===== config.mk =====
export PLATFORM = sky130hd
export DESIGN_NAME = ifetch_unit
export DESIGN_NICKNAME = d
export VERILOG_FILES = /design/src/rtl/ifetch_unit.sv
export SDC_FILE = /design/constraint.sdc
export NUM_CORES = 1
export LEC_CHECK = 0
export CAP_MARGIN = 25
export CORE_MARGIN = 3
export CORE_UTILIZATION = 35
export DETAILED_ROUTE_END_ITERATION = 12
export MAX_ROUTING_LAYER = met4
export PLACE_DENSITY = 0.55
export REMOVE_ABC_BUFFERS = 1
export SLEW_MARGIN = 5
export SYNTH_ARGS = -nofsm -noshare
export SYNTH_HDL_FRONTEND = slang
export SYNTH_SLANG_ARGS = --single-unit

===== constraint.sdc =====
create_clock -name clk -period 2.7 [get_ports clk]
set_input_delay 0.27 -clock clk [delete_from_list [all_inputs] [get_ports clk]]
set_output_delay 0.27 -clock clk [all_outputs]
set_load 0.05 [all_outputs]

===== src/rtl/ifetch_unit.sv =====
`default_nettype none
// ============================================================================
// Module      : ifetch_unit
// Description : Instruction fetch stage. Holds the PC and issues one word
//               fetch at a time over a req/gnt/rvalid handshake. Returned
//               words and their PC go into a small prefetch FIFO that feeds
//               decode over valid/ready. A redirect flushes the FIFO and
//               discards any in-flight response.
//               Optional macro IFETCH_PERF_CNT_EN adds the perf_fetch_cnt
//               and perf_flush_cnt counter outputs.
// Revision    : 1.0 - initial release
// ============================================================================
module ifetch_unit #(
    parameter logic [31:0] RESET_PC   = 32'h0000_0000,
    parameter int          FIFO_DEPTH = 2               // 2 or 4
) (
    input  logic        clk,
    input  logic        rstn,
    output logic        imem_req,
    output logic [31:0] imem_addr,
    input  logic        imem_gnt,
    input  logic        imem_rvalid,
    input  logic [31:0] imem_rdata,
    input  logic        redirect,
    input  logic [31:0] redirect_pc,
    output logic        instr_valid,
    output logic [31:0] instr,
    output logic [31:0] instr_pc,
    input  logic        instr_ready
`ifdef IFETCH_PERF_CNT_EN
    ,
    output logic [31:0] perf_fetch_cnt,
    output logic [31:0] perf_flush_cnt
`endif
);

    localparam int             PW      = $clog2(FIFO_DEPTH);
    localparam int             CW      = PW + 1;
    localparam logic [CW-1:0]  DEPTH_C = CW'(FIFO_DEPTH);
    localparam logic [CW-1:0]  ONE_C   = CW'(1);
    localparam logic [PW-1:0]  PINC_C  = PW'(1);

    typedef enum logic [1:0] {
        S_REQ  = 2'd0,
        S_WAIT = 2'd1,
        S_DROP = 2'd2
    } state_t;

    state_t         state_q, state_d;
    logic [31:0]    pc_q, pc_d;
    logic [31:0]    data_q [FIFO_DEPTH];
    logic [31:0]    epc_q  [FIFO_DEPTH];
    logic [PW-1:0]  rd_ptr_q, wr_ptr_q;
    logic [CW-1:0]  count_q;
    logic           fifo_full;
    logic           push;
    logic           pop;

    assign fifo_full   = (count_q == DEPTH_C);
    assign instr_valid = (count_q != '0);
    assign instr       = data_q[rd_ptr_q];
    assign instr_pc    = epc_q[rd_ptr_q];
    assign imem_addr   = pc_q;
    // A response arriving with a redirect is stale; a head popped with a
    // redirect is squashed along with the rest of the FIFO.
    assign push        = (state_q == S_WAIT) && imem_rvalid && !redirect;
    assign pop         = instr_valid && instr_ready && !redirect;

    // Next-state, PC update and request generation; redirect overrides all.
    always_comb begin
        state_d  = state_q;
        pc_d     = pc_q;
        imem_req = 1'b0;
        if (redirect) begin
            pc_d = {redirect_pc[31:2], 2'b00};
            case (state_q)
                S_REQ:   state_d = imem_gnt    ? S_DROP : S_REQ;
                S_WAIT:  state_d = imem_rvalid ? S_REQ  : S_DROP;
                // The outstanding response is consumed if it lands now.
                S_DROP:  state_d = imem_rvalid ? S_REQ  : S_DROP;
                default: state_d = S_REQ;
            endcase
        end else begin
            case (state_q)
                S_REQ: begin
                    // Held low while in reset so nothing is issued early.
                    imem_req = rstn && !fifo_full;
                    if (imem_req && imem_gnt) begin
                        state_d = S_WAIT;
                        pc_d    = pc_q + 32'd4;
                    end
                end
                S_WAIT, S_DROP: begin
                    if (imem_rvalid) begin
                        state_d = S_REQ;
                    end
                end
                default: state_d = S_REQ;
            endcase
        end
    end

    // State and PC registers.
    always_ff @(posedge clk or negedge rstn) begin
        if (!rstn) begin
            state_q <= S_REQ;
            pc_q    <= RESET_PC;
        end else begin
            state_q <= state_d;
            pc_q    <= pc_d;
        end
    end

    // Prefetch FIFO: circular buffer, flushed on redirect. The PC stored
    // with a word is pc-4 because pc advanced when the request was granted.
    always_ff @(posedge clk or negedge rstn) begin
        if (!rstn) begin
            rd_ptr_q <= '0;
            wr_ptr_q <= '0;
            count_q  <= '0;
            for (int i = 0; i < FIFO_DEPTH; i++) begin
                data_q[i] <= '0;
                epc_q[i]  <= '0;
            end
        end else if (redirect) begin
            rd_ptr_q <= '0;
            wr_ptr_q <= '0;
            count_q  <= '0;
        end else begin
            if (push) begin
                data_q[wr_ptr_q] <= imem_rdata;
                epc_q[wr_ptr_q]  <= pc_q - 32'd4;
                wr_ptr_q         <= wr_ptr_q + PINC_C;
            end
            if (pop) begin
                rd_ptr_q <= rd_ptr_q + PINC_C;
            end
            if (push && !pop) begin
                count_q <= count_q + ONE_C;
            end else if (pop && !push) begin
                count_q <= count_q - ONE_C;
            end
        end
    end

`ifdef IFETCH_PERF_CNT_EN
    // Counts decoded instructions and redirect pulses; both wrap.
    always_ff @(posedge clk or negedge rstn) begin
        if (!rstn) begin
            perf_fetch_cnt <= '0;
            perf_flush_cnt <= '0;
        end else begin
            if (pop) begin
                perf_fetch_cnt <= perf_fetch_cnt + 32'd1;
            end
            if (redirect) begin
                perf_flush_cnt <= perf_flush_cnt + 32'd1;
            end
        end
    end
`endif

endmodule
`default_nettype wire


==> results.cfg, run 1 <==
[sta]
tns_ns = 0
layout_setup_ws_ns = 0.1168
relSlewSlack = 0.5455
post-route-min-period_ns = 2.583
worst_pin_slew_ns = 0.6818
min_period_over_period = 0.9568
report.final.slew_viol_count = 0
finalSetupViolCount = 0
fmax_mhz = 387.1
rsz0062_at_grt = no
finalHoldViolCount = 0
skew_ns = 0.006939

[global_route]
grt_pass1_wl_um = 32920
grt_max_degree = 93
grt_usage = 0.1741
grt_pass1_vias = 6156
grt.overflow.total = 0
grt_antenna_before_repair = 1

[die]
core_area_sq_mm = 0.02209
fp-row-count = 54
ios = 168
die-area_sq_mm = 0.02460
die_width_um = 156.8
start_util = 0.3604
die_h_um = 156.8

[finish]
nNetsFinal = 1029
drive_above_1_share = 0.2172
final_cell_count_no_fill = 1248
seqCellArea_sq_mm = 0.004005
n_fill_cell = 2128
syn2layout_area_growth_pct = 31.93
fin_area_sq_mm = 0.01051
multi_input_area_sq_mm = 0.003697

[clock_tree]
cts_resized = 0
cts_tree = done
ctsHtreeMaxLevel = 4
cts_made_buffers = 17
cts_hold_buffers = 1
post-cts-setup-buffer-count = 0
clk_path_buf_depth = 2
insertion_delay_ns = 0.42
clock-root-buffer = clkbuf_16
clock-sinks = 160
path_clk_slew_ns = 0.07

[worst_setup_path]
crit_type = flop to output port
slowest_delay_ns = 0.73
start_kind = flop
crit_family = buffers and inverters
arrival_ns = 2.31
crit_chain = buf_12 -> mux2_2 -> clkdlybuf4s50_1
cp.required_ns = 2.43
cpMaxStageDelayCell = clkdlybuf4s50_1
crit_fanout = 34
endpoint_kind = output port
cp_num_buf_inv = 2

[yosys]
seq_area_frac_synth = 0.5028
yosysWarnings = 0
syn_area_sq_mm = 0.007963
syn_inst = 800
ys_ff_latch = 160
synthDistinctLibCells = 42
syn_area_per_cell_sq_um = 9.953

[power_and_ir_drop]
vdd_drop_max_mv = 0.3858
powerDensity_mw_per_mm2 = 908.1
p_leak_nw = 4.685

[placed_design]
placedCellCount = 1214
io_buffer_count = 161
hpwlAfterDp_um = 14070
pre_cts_slack_ns = 0.2794
gp_congestion = 0.7943
dpl-instance-area_sq_mm = 0.009918

[route]
via_per_inst = 4.794
vias = 5983
wl_per_cell_um = 16.27
dr.first_iter.drc_count = 239
dr.pass1.iters = 4
wl_um = 20310
drc = 0
drtAntennaViolNets = 0

[worst_hold_path]
hold_class = primary input to async pin

[outcome]
status = finished, final reports clean

[flow_run]
drv_cap = 0
==> where the power goes <==
part / total, mW / internal (mW) / switching, mW / leakage, nW
combinational: 3.96 / 1.41 / 2.55 / 2.31
clock: 2.38 / 1.37 / 1.01 / 0.263
sequential: 3.21 / 2.91 / 0.296 / 2.11
==> path summary, 6_finish.rpt <==
kind                                start           end  slack [ns]  cells after the start
min in group clk           imem_rdata[29]    data_q[61]        0.41                      3
hold / removal                       rstn    data_q[42]        0.24                      2
max in group asynchronous            rstn      rd_ptr_q        1.53                      3
setup reg to reg             imem_addr[3]     epc_q[24]        0.28                      7
hold reg to reg                data_q[61]    data_q[61]        0.47                      2
setup / recovery                 rd_ptr_q  instr_pc[29]        0.12                      3
==> logic make-up after synthesis <==
group,after synthesis,synth area share
other,1,0.0004709
adder cells (fa/ha/maj),5,0.007857
AO/OA/AOI/OAI,95,0.06018
multiplexers,98,0.1383
flip-flops,160,0.5028
XOR/XNOR,60,0.06600
buffers and inverters,72,0.03834
AND/OR/NAND/NOR,309,0.1860
==> layout by cell type, fill, tap and decap left out, types with 5 or more instances in the layout <==
master,synthesis,final
xor2_1,34,34
clkdlybuf4s50_1,0,126
nor3_1,10,9
o21ai_0,83,83
clkbuf_16,0,17
inv_1,10,10
mux2_2,96,96
dfrtp_1,160,159
xnor2_1,26,26
nor2_1,16,16
clkinvlp_4,0,5
o21ai_1,8,8
ha_1,5,5
nand4_1,21,21
nor3_2,4,5
buf_12,0,5
and3_1,5,5
nor4_1,8,7
nand3_1,16,16
nand2_1,197,196
buf_4,4,60
==> registers in the layout (all words and copies together) (netlist names) <==
signal     flops
epc_q         60
imem_addr     30
state_q        2
rd_ptr_q       1
count_q        2
wr_ptr_q       1
data_q        64
==> metal layers <==
layer | part of all wire | track usage | vias to the layer above
li1 | - | - | 3005
met1 | 0.49 | 0.2367 | 2834
met5 | 0 | - | -
met3 | 0.046 | 0.03899 | 4
met4 | 0.0035 | 0.02668 | 0
met2 | 0.46 | 0.2731 | 140
==> cell type report <==
cell class                      count  share of cell area
Tap cell                          280             0.03335
Clock buffer                       20             0.04157
Antenna cell                        1           0.0002382
Inverter                           10            0.003573
Timing Repair Buffer              194              0.1750
Clock inverter                     12             0.01310
Multi-Input combinational cell    571              0.3520
Sequential cell                   160              0.3813
==> per-stage QoR <==
| stage | power [mW] | utilization | hold WS [ns] |
|---|---|---|---|
| 6_report | 9.540 | 0.4755 | 0.2379 |
| 3_5_place_dp | 7.252 | 0.4489 | 0.1056 |
| 3_3_place_gp | 7.226 | 0.4489 | 0.1034 |
| 2_1_floorplan | 5.896 | - | -0.02559 |
| 4_1_cts | 9.677 | 0.4754 | 0.2223 |
| 5_1_grt | 10.08 | 0.4755 | 0.2347 |
==> cell usage after synthesis <==
cell type,number,area share
a2111oi_0,1,0.0011
nand3b_1,2,0.0019
and4_1,1,0.0011
nand3_1,16,0.010
nor4bb_1,1,0.0013
conb_1,1,0.00047
or4_1,3,0.0028
xnor2_1,26,0.029
nand2b_1,2,0.0016
a21oi_1,3,0.0019
and4b_1,1,0.0013
buf_6,2,0.0028
dfrtp_1,160,0.50
and2_1,3,0.0024
or3_1,3,0.0024
o21ai_1,8,0.0050
nor4b_4,2,0.0060
buf_1,6,0.0028
nor2_1,16,0.0075
nand4b_1,2,0.0022
nor4b_2,2,0.0038
o21ai_0,83,0.052
nand2_1,197,0.093
and3_1,5,0.0039
nor3_2,4,0.0050
or4_4,2,0.0028
ha_1,5,0.0079
or4b_4,1,0.0017
nor3b_1,1,0.00094
mux2i_1,2,0.0025
nor4_1,8,0.0063
nor2b_1,4,0.0031
nand4_1,21,0.016
clkbuf_1,46,0.022
nor3_1,10,0.0063
buf_4,4,0.0038
xor2_1,34,0.037
nor3b_2,1,0.0016
inv_1,10,0.0047
buf_2,4,0.0025
or2_2,1,0.00079
mux2_2,96,0.14
No activity file was read; power rests on OpenSTA's default activity.
==> run 2: changes to the inputs <==
--- a/config.mk
+++ b/config.mk
@@ -5,7 +5,6 @@
 export SDC_FILE = /design/constraint.sdc
 export NUM_CORES = 1
 export LEC_CHECK = 0
-export CAP_MARGIN = 25
 export CORE_MARGIN = 3
 export CORE_UTILIZATION = 35
 export DETAILED_ROUTE_END_ITERATION = 12
==> results of run 2 <==
The final DEF is identical to that of run 1; final timing and power are the same.
